**src/rtl/word_ser_pkg.sv**
```systemverilog
// word_ser_pkg: state encoding and WIDTH limits shared by word_serializer (WORD_SER_PARITY_EN selects the parity beat)
package word_ser_pkg;

    localparam int STATE_W   = 2;
    localparam int WIDTH_MIN = 2;
    localparam int WIDTH_MAX = 64;

    typedef enum logic [STATE_W-1:0] {
        IDLE,
        SHIFT,
        PARITY
    } state_t;

    function automatic bit width_ok(input int w);
        return (w >= WIDTH_MIN) && (w <= WIDTH_MAX);
    endfunction

endpackage

```
**src/rtl/parity_xor_tree.sv**
```systemverilog
// parity_xor_tree: XOR reduction of a WIDTH-bit vector built from xor gate instances
module parity_xor_tree #(
    parameter int WIDTH = 32
) (
    input  logic [WIDTH-1:0] vec,
    output logic             parity
);

    logic [WIDTH-1:0] acc;

    assign acc[0] = vec[0];

    for (genvar i = 1; i < WIDTH; i++) begin : g_xor
        xor u_xor (acc[i], acc[i-1], vec[i]);
    end

    assign parity = acc[WIDTH-1];

endmodule

```
**src/rtl/word_serializer.sv**
```systemverilog
// word_serializer: WIDTH-bit word to LSB-first bit stream with last-beat marker; WORD_SER_PARITY_EN appends an even-parity beat
module word_serializer
    import word_ser_pkg::*;
#(
    parameter int WIDTH = 32
) (
    input  logic             clk,
    input  logic             rst,
    input  logic             in_valid,
    output logic             in_ready,
    input  logic [WIDTH-1:0] in_data,
    output logic             ser_valid,
    input  logic             ser_ready,
    output logic             ser_data,
    output logic             ser_last
);

    localparam int CW = $clog2(WIDTH);
    localparam logic [CW-1:0] LAST = CW'(WIDTH - 1);

    if (!width_ok(WIDTH)) begin : g_bad_width
        $error("word_serializer: WIDTH %0d outside %0d..%0d", WIDTH, WIDTH_MIN, WIDTH_MAX);
    end

    state_t           state, state_nx;
    logic [WIDTH-1:0] shreg, shreg_nx;
    logic [CW-1:0]    cnt, cnt_nx;
    logic             last_bit;

    assign last_bit = (cnt == LAST);

`ifdef WORD_SER_PARITY_EN
    logic par, par_in;

    parity_xor_tree #(.WIDTH(WIDTH)) u_parity (
        .vec    (in_data),
        .parity (par_in)
    );

    // parity of the word is captured on the same edge that loads the shift register
    always_ff @(posedge clk) begin
        if (rst)
            par <= 1'b0;
        else if (in_valid && in_ready)
            par <= par_in;
    end
`endif

    // state, shift register and beat counter
    always_ff @(posedge clk) begin
        if (rst) begin
            state <= IDLE;
            shreg <= '0;
            cnt   <= '0;
        end else begin
            state <= state_nx;
            shreg <= shreg_nx;
            cnt   <= cnt_nx;
        end
    end

    // next-state and outputs; outputs depend only on registered state and rst
    always_comb begin
        state_nx  = state;
        shreg_nx  = shreg;
        cnt_nx    = cnt;
        in_ready  = 1'b0;
        ser_valid = 1'b0;
        ser_data  = 1'b0;
        ser_last  = 1'b0;
        if (!rst && state == IDLE) begin
            in_ready = 1'b1;
            if (in_valid) begin
                state_nx = SHIFT;
                shreg_nx = in_data;
                cnt_nx   = '0;
            end
        end
        if (!rst && state == SHIFT) begin
            ser_valid = 1'b1;
            ser_data  = shreg[0];
`ifndef WORD_SER_PARITY_EN
            ser_last  = last_bit;
`endif
            if (ser_ready) begin
                shreg_nx = shreg >> 1;
                cnt_nx   = last_bit ? cnt : cnt + 1'b1;
`ifdef WORD_SER_PARITY_EN
                state_nx = last_bit ? PARITY : SHIFT;
`else
                state_nx = last_bit ? IDLE : SHIFT;
`endif
            end
        end
`ifdef WORD_SER_PARITY_EN
        if (!rst && state == PARITY) begin
            ser_valid = 1'b1;
            ser_last  = 1'b1;
            ser_data  = par;
            if (ser_ready)
                state_nx = IDLE;
        end
`endif
    end

endmodule

```
**config.mk**
```make
export PLATFORM = sky130hd
export DESIGN_NAME = word_serializer
export DESIGN_NICKNAME = d
export VERILOG_FILES = /design/src/rtl/word_ser_pkg.sv /design/src/rtl/parity_xor_tree.sv /design/src/rtl/word_serializer.sv
export SDC_FILE = /design/constraint.sdc
export NUM_CORES = 1
export LEC_CHECK = 0
export CAP_MARGIN = 10
export CELL_PAD_IN_SITES_DETAIL_PLACEMENT = 1
export CELL_PAD_IN_SITES_GLOBAL_PLACEMENT = 2
export CORE_UTILIZATION = 28
export DETAILED_ROUTE_END_ITERATION = 7
export GPL_TIMING_DRIVEN = 0
export MAX_ROUTING_LAYER = met4
export PLACE_DENSITY_LB_ADDON = 0.1
export SLEW_MARGIN = 10
export SYNTH_ARGS = -nofsm -noshare
export SYNTH_HDL_FRONTEND = slang
export SYNTH_SLANG_ARGS = --single-unit
```
**constraint.sdc**
```tcl
create_clock -name clk -period 2.23 [get_ports clk]
set_input_delay 0.3345 -clock clk [delete_from_list [all_inputs] [get_ports clk]]
set_output_delay 0.3345 -clock clk [all_outputs]
set_load 0.05 [all_outputs]
```
Word-level counts from Yosys, hierarchy flattened
Cells that the tools add are included.
{ "word_totals": {"out_inout_bits": 4, "input_bits": 36, "regBits": 39, "word_cells": 29} }
{ "classes": {"reduce_logical": 4, "n_mux": 18, "eq_ne": 3, "n_addsub": 1} }
{ "ops": {"columns": ["cell", "n"], "rows": [
  ["2-to-1 mux 32 bit", 4],
  ["2-to-1 mux 5 bit", 5],
  ["2-to-1 mux 2 bit", 4],
  ["adder 5 x 1 -> 5 bit, second input constant", 1],
  ["equality test 5 bit, second input constant", 1],
  ["2-to-1 mux 1 bit", 5],
  ["!= test 3 bit, second input constant", 1],
  ["equality test 2 x 1 -> 1 bit, second input constant", 1],
  ["logical AND 1 bit", 2],
  ["zero test 2 bit", 1],
  ["zero test 1 bit", 1]
]} }

Longest topological paths before layout
Gate-level depths: netlist (run 1).
{ "logic_depth": {"ltp_word": 5, "depth_mapped": 7, "ltp_nobuf": 7} }

Least setup slack after synthesis (run 1)
Ideal clock, no wire load.
{ "synth_path": {"path_kind": "register -> output", "startpoint": "reg state[0]", "endpoint": "out ser_data", "t_arrival_ps": 2252, "path_slack_ps": -356, "path_buffers": 1, "path_stages_with_launch": 4, "required_time_ps": 1896, "cell_sequence": "dfxtp_1 -> buf_6 -> nor3b_1 -> and2_1"} }
{ "synth_via": {"elab_chain_cells": 3} }
{ "synth_lines": {"columns": ["item", "line_no", "text"], "rows": [
  ["start: declaration", "word_serializer.sv:25", "state_t state, state_nx;"],
  ["start signal: assignment", "word_serializer.sv:56", "state <= state_nx;"],
  ["equality test 2 x 1 -> 1 bit", "word_serializer.sv:79", "if (!rst && state == SHIFT) begin"],
  ["logical AND 1 bit", "word_serializer.sv:79", null],
  ["2-to-1 mux 1 bit", "word_serializer.sv:79", null],
  ["end: declaration", "word_serializer.sv:14", "output logic ser_data,"]
]} }
Every way passes these cells.

Worst setup path after layout (run 1)
{ "layout_path": {"startpoint": "in rst", "endpoint": "out ser_valid"} }
{ "layout_via": {"elab_chain_cells": 3} }
{ "layout_lines": {"columns": ["item", "line_no", "text"], "rows": [
  ["start: declaration", "word_serializer.sv:8", "input logic rst,"],
  ["zero test 1 bit", "word_serializer.sv:79", null],
  ["logical AND 1 bit", "word_serializer.sv:79", null],
  ["2-to-1 mux 1 bit", "word_serializer.sv:79", null],
  ["end: declaration", "word_serializer.sv:12", "output logic ser_valid,"]
]} }
Every way passes these cells.

==> results of run 1 <==
[final timing paths]
check	cells past startpoint	from	slack, ns	endpoint
hold reg to reg	2	shreg[12]	0.48	shreg[12]
setup / recovery	3	rst	0.15	ser_valid
setup reg to reg	7	cnt[0]	0.37	cnt[3]
hold / removal	2	shreg[12]	0.48	shreg[12]
[per-stage QoR]
stage / std cells / hold WS [ns]
after floorplan: 223 / 0.450
after global placement: 337 / 0.467
after detailed placement: 337 / 0.469
after CTS: 343 / 0.485
after global routing: 343 / 0.514
final: 343 / 0.478
[layout by cell type, fill, tap and decap left out, types with 3 or more instances in the layout]
cell type        synthesis  routed
nand2_1                 63      63
dfxtp_1                 39      39
nor2_1                  36      36
clkdlybuf4s50_1          0      35
a311oi_1                32      32
clkbuf_1                11      12
a21oi_1                  5       5
clkbuf_8                 0       5
and2_1                   4       4
buf_2                    2       3
mux2i_1                  3       3
buf_4                    3       3
[metal layers]
metal,up-vias,part of all wire (%)
li1,871,-
met1,813,51
met2,30,44
met3,8,3.0
met4,0,1.1
met5,-,0
[power by group through the flow]
stage | combinational [mW] | sequential (mW) | clock [mW]
after detailed placement | 0.221 | 0.773 | 0
final | 0.215 | 0.757 | 0.444
after CTS | 0.220 | 0.757 | 0.465
after global routing | 0.242 | 0.762 | 0.487
after global placement | 0.218 | 0.772 | 0
after floorplan | 0.118 | 0.768 | 0
[flip-flops by register name, summed over array words and instances (netlist names)]
register  flops
state         2
cnt           5
shreg        32
[cell type report]
cell class              instances  area (sq um)
fillers                       735          3700
multi-input cells             162           900
flip-flops and latches         39           781
repair buffers                 39           378
plain buffers                  20          97.6
well taps                      75          93.8
clock buffers                   6          72.6
inverters                       2          7.51
[worst min-delay path: stages (launching register included)]
cell	delay [ns]
dfxtp_1	0.31
nand2_1	0.05
a311oi_1	0.07
[what timing repair did]
action	in CTS	in global routing
pin swaps	0	0
setup endpoints to repair	4	2
gates resized for setup	8	3
[cells by family after synthesis]
kind of cell    Yosys count
compound gates           42
fa+ha+maj                 2
buf+inv                  22
flops                    39
mux                       4
simple gates            114
==> impl_metrics.sql, run 1 <==
INSERT INTO impl_metrics (metric_group, metric, value, unit) VALUES
('power', 'p_seq_share', '53.5', '%'),
('grt', 'wire_length_of_the_first_global_routing_pass', '8030', 'um'),
('layout', 'nNetsFinal', '307', ''),
('synthesis', 'synth_cell_types', '29', ''),
('synthesis', 'synth_fa_ha_area_share', '1.41', '%'),
('grt', 'track_usage', '16.2', '%'),
('worst_setup_path', 'worst-endpoint-arrival', '1.75', 'ns'),
('synthesis', 'synth_simple_gate_area_share', '26.8', '%'),
('sta', 'slew_headroom', '68.3', '%'),
('synthesis', 'most_used_flip_flop_cell_after_synthesis', 'dfxtp_1', ''),
('route', 'drt-initial-drc-count', '51', ''),
('min_path', 'hold_path.class', 'reg2reg', ''),
('grt', 'grt_use_met3', '3.00', '%'),
('route', 'vias', '1722', ''),
('synthesis', 'synth_top_family_by_area', 'simple AND/OR/NAND/NOR gates', ''),
('power', 'post-layout-total-power', '1.42', 'mW'),
('synthesis', 'postSynthAreaPerCell', '7.95', 'sq um'),
('layout', 'finalCoreUtilization', '38.7', '%'),
('power', 'clock_power_share', '31.3', '%'),
('synthesis', 'post-synth-top-area-fraction', '44.0', '%'),
('clocking', 'clock-root-buffer', 'clkbuf_8', ''),
('synthesis', 'async_flop_share', '0', '%'),
('grt', 'largest_net_degree_at_the_start_of_global_routing', '11', ''),
('floorplan', 'dieArea', '0.00665', 'sq mm'),
('placement', 'place_worst_setup_slack', '-0.247', 'ns'),
('power', 'ir_worst_vdd', '249', 'uV'),
('clocking', 'clkSinkCount', '39', ''),
('worst_setup_path', 'crit_type', 'in2out', ''),
('floorplan', 'placementRows', '28', ''),
('worst_setup_path', 'timing.critical_path.max_delay_family', 'buffers and inverters', ''),
('grt', 'gr-total-overflow', '0', ''),
('clocking', 'ctsHtreeMaxLevel', '2', ''),
('floorplan', 'floorplan.die.height', '81.6', 'um'),
('clocking', 'clkSlewWorstSetupHoldPaths', '0.07', 'ns'),
('grt', 'met1_usage', '21.5', '%'),
('sta', 'fmax', '480', 'MHz'),
('synthesis', 'post_synth_xor_area_fraction', '0', '%'),
('synthesis', 'synth.top_cells.by_count', 'nand2_1, dfxtp_1, nor2_1, a311oi_1, clkbuf_1', ''),
('power', 'pwr_density_cell', '608', 'mW/mm^2'),
('clocking', 'cts_inserted_buffers', '5', ''),
('synthesis', 'ys_seq_area_share', '44.0', '%'),
('sta', 'period_needed', '2.08', 'ns'),
('floorplan', 'floorplan.initialDensity', '29.4', '%'),
('synthesis', 'yosys-top-cells-area', 'dfxtp_1, a311oi_1, nand2_1', ''),
('layout', 'antenna_cells', '0', ''),
('worst_setup_path', 'critical_path.endpoint_type', 'output pin', ''),
('clocking', 'max-clock-path-buffers', '2', ''),
('sta', 'finalSetupTns', '0', 'ns'),
('flow_run', 'max_cap_violations', '0', ''),
('clocking', 'worst_skew_pair.late_latency', '0.28', 'ns'),
('synthesis', 'synth_area_leader', 'dfxtp_1', ''),
('sta', 'clock_skew', '0.00636', 'ns'),
('worst_setup_path', 'worst_ep_required_time', '1.90', 'ns'),
('synthesis', 'syn_area', '0.00177', 'sq mm'),
('worst_setup_path', 'timing.critical_path.fanout_max', '7', ''),
('placement', 'dpl-instance-area', '0.00227', 'sq mm'),
('clocking', 'tritoncts', 'built', ''),
('placement', 'port_buffers', '39', ''),
('power', 'cell_internal_pwr', '1.06', 'mW'),
('synthesis', 'synth_seq_cells', '39', ''),
('layout', 'syn_to_final_growth', '31.4', '%'),
('route', 'post-route-drc-count', '0', ''),
('synthesis', 'synth.area.mux_share', '2.54', '%'),
('power', 'combPwrFrac', '15.2', '%'),
('sta', 'finalSetupViolations', '0', ''),
('route', 'routed_wire_length_per_instance', '13.8', 'um'),
('worst_setup_path', 'critical_path.startpoint_type', 'primary input', ''),
('outcome', 'outcome', 'complete, no violations', ''),
('grt', 'groute.layer.met2.usage', '24.9', '%'),
('sta', 'timing.final.ws_setup', '0.147', 'ns'),
('placement', 'dpl.hpwl', '3330', 'um');
Power figures use the tool's default switching activity.
==> run 2: changes to the inputs <==
--- a/config.mk
+++ b/config.mk
@@ -8,6 +8,7 @@
 export CAP_MARGIN = 10
 export CELL_PAD_IN_SITES_DETAIL_PLACEMENT = 1
 export CELL_PAD_IN_SITES_GLOBAL_PLACEMENT = 2
+export CORE_MARGIN = 4
 export CORE_UTILIZATION = 28
 export DETAILED_ROUTE_END_ITERATION = 7
 export GPL_TIMING_DRIVEN = 0
==> run 2 against run 1 <==
First-iteration DRC count is 5.9% higher; largest cell class unchanged; critical path type is now reg2out; count of clock-buffer cells in the layout is 2 higher; largest power group unchanged; global-route usage is 2.2 points lower; wire length is 1.9% higher; clock power is 20% higher.
==> impl_metrics.sql, run 2 (synthesis gave the netlist of run 1 again) <==
INSERT INTO impl_metrics (metric_group, metric, value, unit) VALUES
('outcome', 'outcome', 'complete, no violations', ''),
('sta', 'slew_limit_fails', '0', ''),
('clocking', 'tritoncts', 'built', ''),
('layout', 'most_frequent_cells_in_the_layout', 'nand2_1, dfxtp_1, nor2_1, clkdlybuf4s50_1, a311oi_1', ''),
('clocking', 'ctsHtreeMaxLevel', '2', ''),
('layout', 'antenna_cells', '0', ''),
('floorplan', 'floorplan.initialDensity', '29.4', '%'),
('sta', 'period_needed', '2.09', 'ns'),
('layout', 'post-route-cell-area', '0.00235', 'sq mm'),
('clocking', 'max-clock-path-buffers', '2', ''),
('sta', 'tightest_slew', '0.503', 'ns'),
('floorplan', 'floorplan.io_pins', '40', ''),
('worst_setup_path', 'critical_path.startpoint_type', 'flip-flop', ''),
('floorplan', 'dieArea', '0.00767', 'sq mm'),
('placement', 'dpl.hpwl', '3430', 'um'),
('floorplan', 'die_width', '87.6', 'um'),
('clocking', 'ctsHoldBuffers', '0', ''),
('route', 'wirelength', '4840', 'um'),
('worst_setup_path', 'worst_ep_required_time', '1.90', 'ns'),
('grt', 'grt_pass1_vias', '1716', ''),
('worst_setup_path', 'timing.critical_path.fanout_max', '6', ''),
('clocking', 'clkSinkCount', '39', ''),
('min_path', 'hold_path.class', 'reg2reg', ''),
('route', 'routed_wire_length_per_instance', '14.0', 'um'),
('layout', 'nNetsFinal', '307', ''),
('floorplan', 'core', '0.00603', 'sq mm'),
('clocking', 'clock-root-buffer', 'clkbuf_8', ''),
('grt', 'number_of_antenna_violations_at_the_first_check_in_global_routing', '0', ''),
('power', 'ir_worst_vdd', '275', 'uV'),
('layout', 'largest_registers', 'shreg x32, cnt x5, state x2', ''),
('power', 'post-layout-total-power', '1.51', 'mW'),
('sta', 'grt_setup_unrepaired', 'false', ''),
('sta', 'timing.final.ws_setup', '0.142', 'ns'),
('layout', 'layout-drive-gt1-share', '7.04', '%'),
('layout', 'finalCoreUtilization', '39.1', '%'),
('grt', 'track_usage', '14.0', '%'),
('route', 'drt-initial-drc-count', '54', ''),
('sta', 'fin_crit_sh', '93.6', '%'),
('layout', 'largest_register_ffs', '32', ''),
('placement', 'dpl-instance-area', '0.00227', 'sq mm'),
('route', 'drt-vias-per-instance', '4.97', ''),
('power', 'cellLeakagePower', '0.899', 'nW'),
('worst_setup_path', 'crit_type', 'reg2out', ''),
('sta', 'fmax', '479', 'MHz'),
('sta', 'finalSetupViolations', '0', ''),
('placement', 'port_buffers', '39', ''),
('route', 'ant_nets', '0', ''),
('sta', 'slew_headroom', '66.5', '%'),
('worst_setup_path', 'worst-endpoint-arrival', '1.75', 'ns'),
('clocking', 'worst_skew_pair.late_latency', '0.29', 'ns'),
('sta', 'hold_slack', '0.482', 'ns'),
('floorplan', 'floorplan.die.height', '87.6', 'um'),
('sta', 'clock_skew', '0.00363', 'ns'),
('floorplan', 'placementRows', '28', ''),
('flow_run', 'max_cap_violations', '0', ''),
('route', 'post-route-drc-count', '0', ''),
('sta', 'final_hold_fails', '0', ''),
('layout', 'mostFrequentLayoutCell', 'nand2_1', ''),
('sta', 'finalSetupTns', '0', 'ns'),
('placement', 'dp_cells', '337', ''),
('clocking', 'cts_inserted_buffers', '5', ''),
('clocking', 'clkSlewWorstSetupHoldPaths', '0.08', 'ns'),
('route', 'drt_first_pass_iters', '4', ''),
('worst_setup_path', 'critical_path.endpoint_type', 'output pin', ''),
('grt', 'gr-total-overflow', '0', ''),
('grt', 'wire_length_of_the_first_global_routing_pass', '8310', 'um'),
('placement', 'place.gp.congestion', '0.698', ''),
('route', 'vias', '1714', ''),
('power', 'pwr_density_cell', '639', 'mW/mm^2'),
('grt', 'largest_net_degree_at_the_start_of_global_routing', '12', ''),
('placement', 'place_worst_setup_slack', '-0.271', 'ns'),
('layout', 'fin_cells', '345', ''),
('layout', 'regMostFlops', 'shreg', ''),
('layout', 'syn_to_final_growth', '32.8', '%');
run 2: cell count changes in the layout (fill, tap and decap cells not counted), sizes merged:
cell,previous run,this run
clkbuf,19,21
run 2: timing repair:
| action | in CTS | in global routing |
|---|---|---|
| endpoints found under the setup margin | 4 | 2 |
| gates resized for setup | 6 | 4 |
| buffers inserted | 0 | 0 |
run 2: layer usage:
metal	wire length, um	global-route usage, %	part of all wire [%]
met1	2450	18.9	51
met2	2140	21.2	44
met3	194	2.82	4.0
met4	58	4.18	1.2
met5	0	-	0
run 2: final timing paths:
| check | startpoint | to | slack [ns] | depth (start not counted) |
|---|---|---|---|---|
| worst min-delay path | shreg[26] | shreg[26] | 0.48 | 2 |
| worst max register to register | cnt[0] | cnt[3] | 0.35 | 7 |
| worst max-delay path | cnt[0] | ser_last | 0.14 | 5 |
| worst min register to register | shreg[26] | shreg[26] | 0.48 | 2 |
run 2: cell type report:
type                            count  area, sq um
Sequential cell                    39          781
Timing Repair Buffer               39          378
Fill cell                         748         3670
Tap cell                           75         93.8
Buffer                             20         97.6
Clock buffer                        8          100
Inverter                            2         7.51
Multi-Input combinational cell    162          897
run 2: where the power goes:
group / switching [mW] / total (mW) / internal, mW
clock network: 0.250 / 0.533 / 0.283
logic: 0.105 / 0.215 / 0.110
registers: 0.0201 / 0.757 / 0.737
run 2: worst max-delay path, cell delays in order, from the launching register on:
cell and delay, ns:
dfxtp_1 0.40, ha_1 0.22, and3_1 0.17, ha_1 0.26, and2_1 0.15, buf_2 0.25
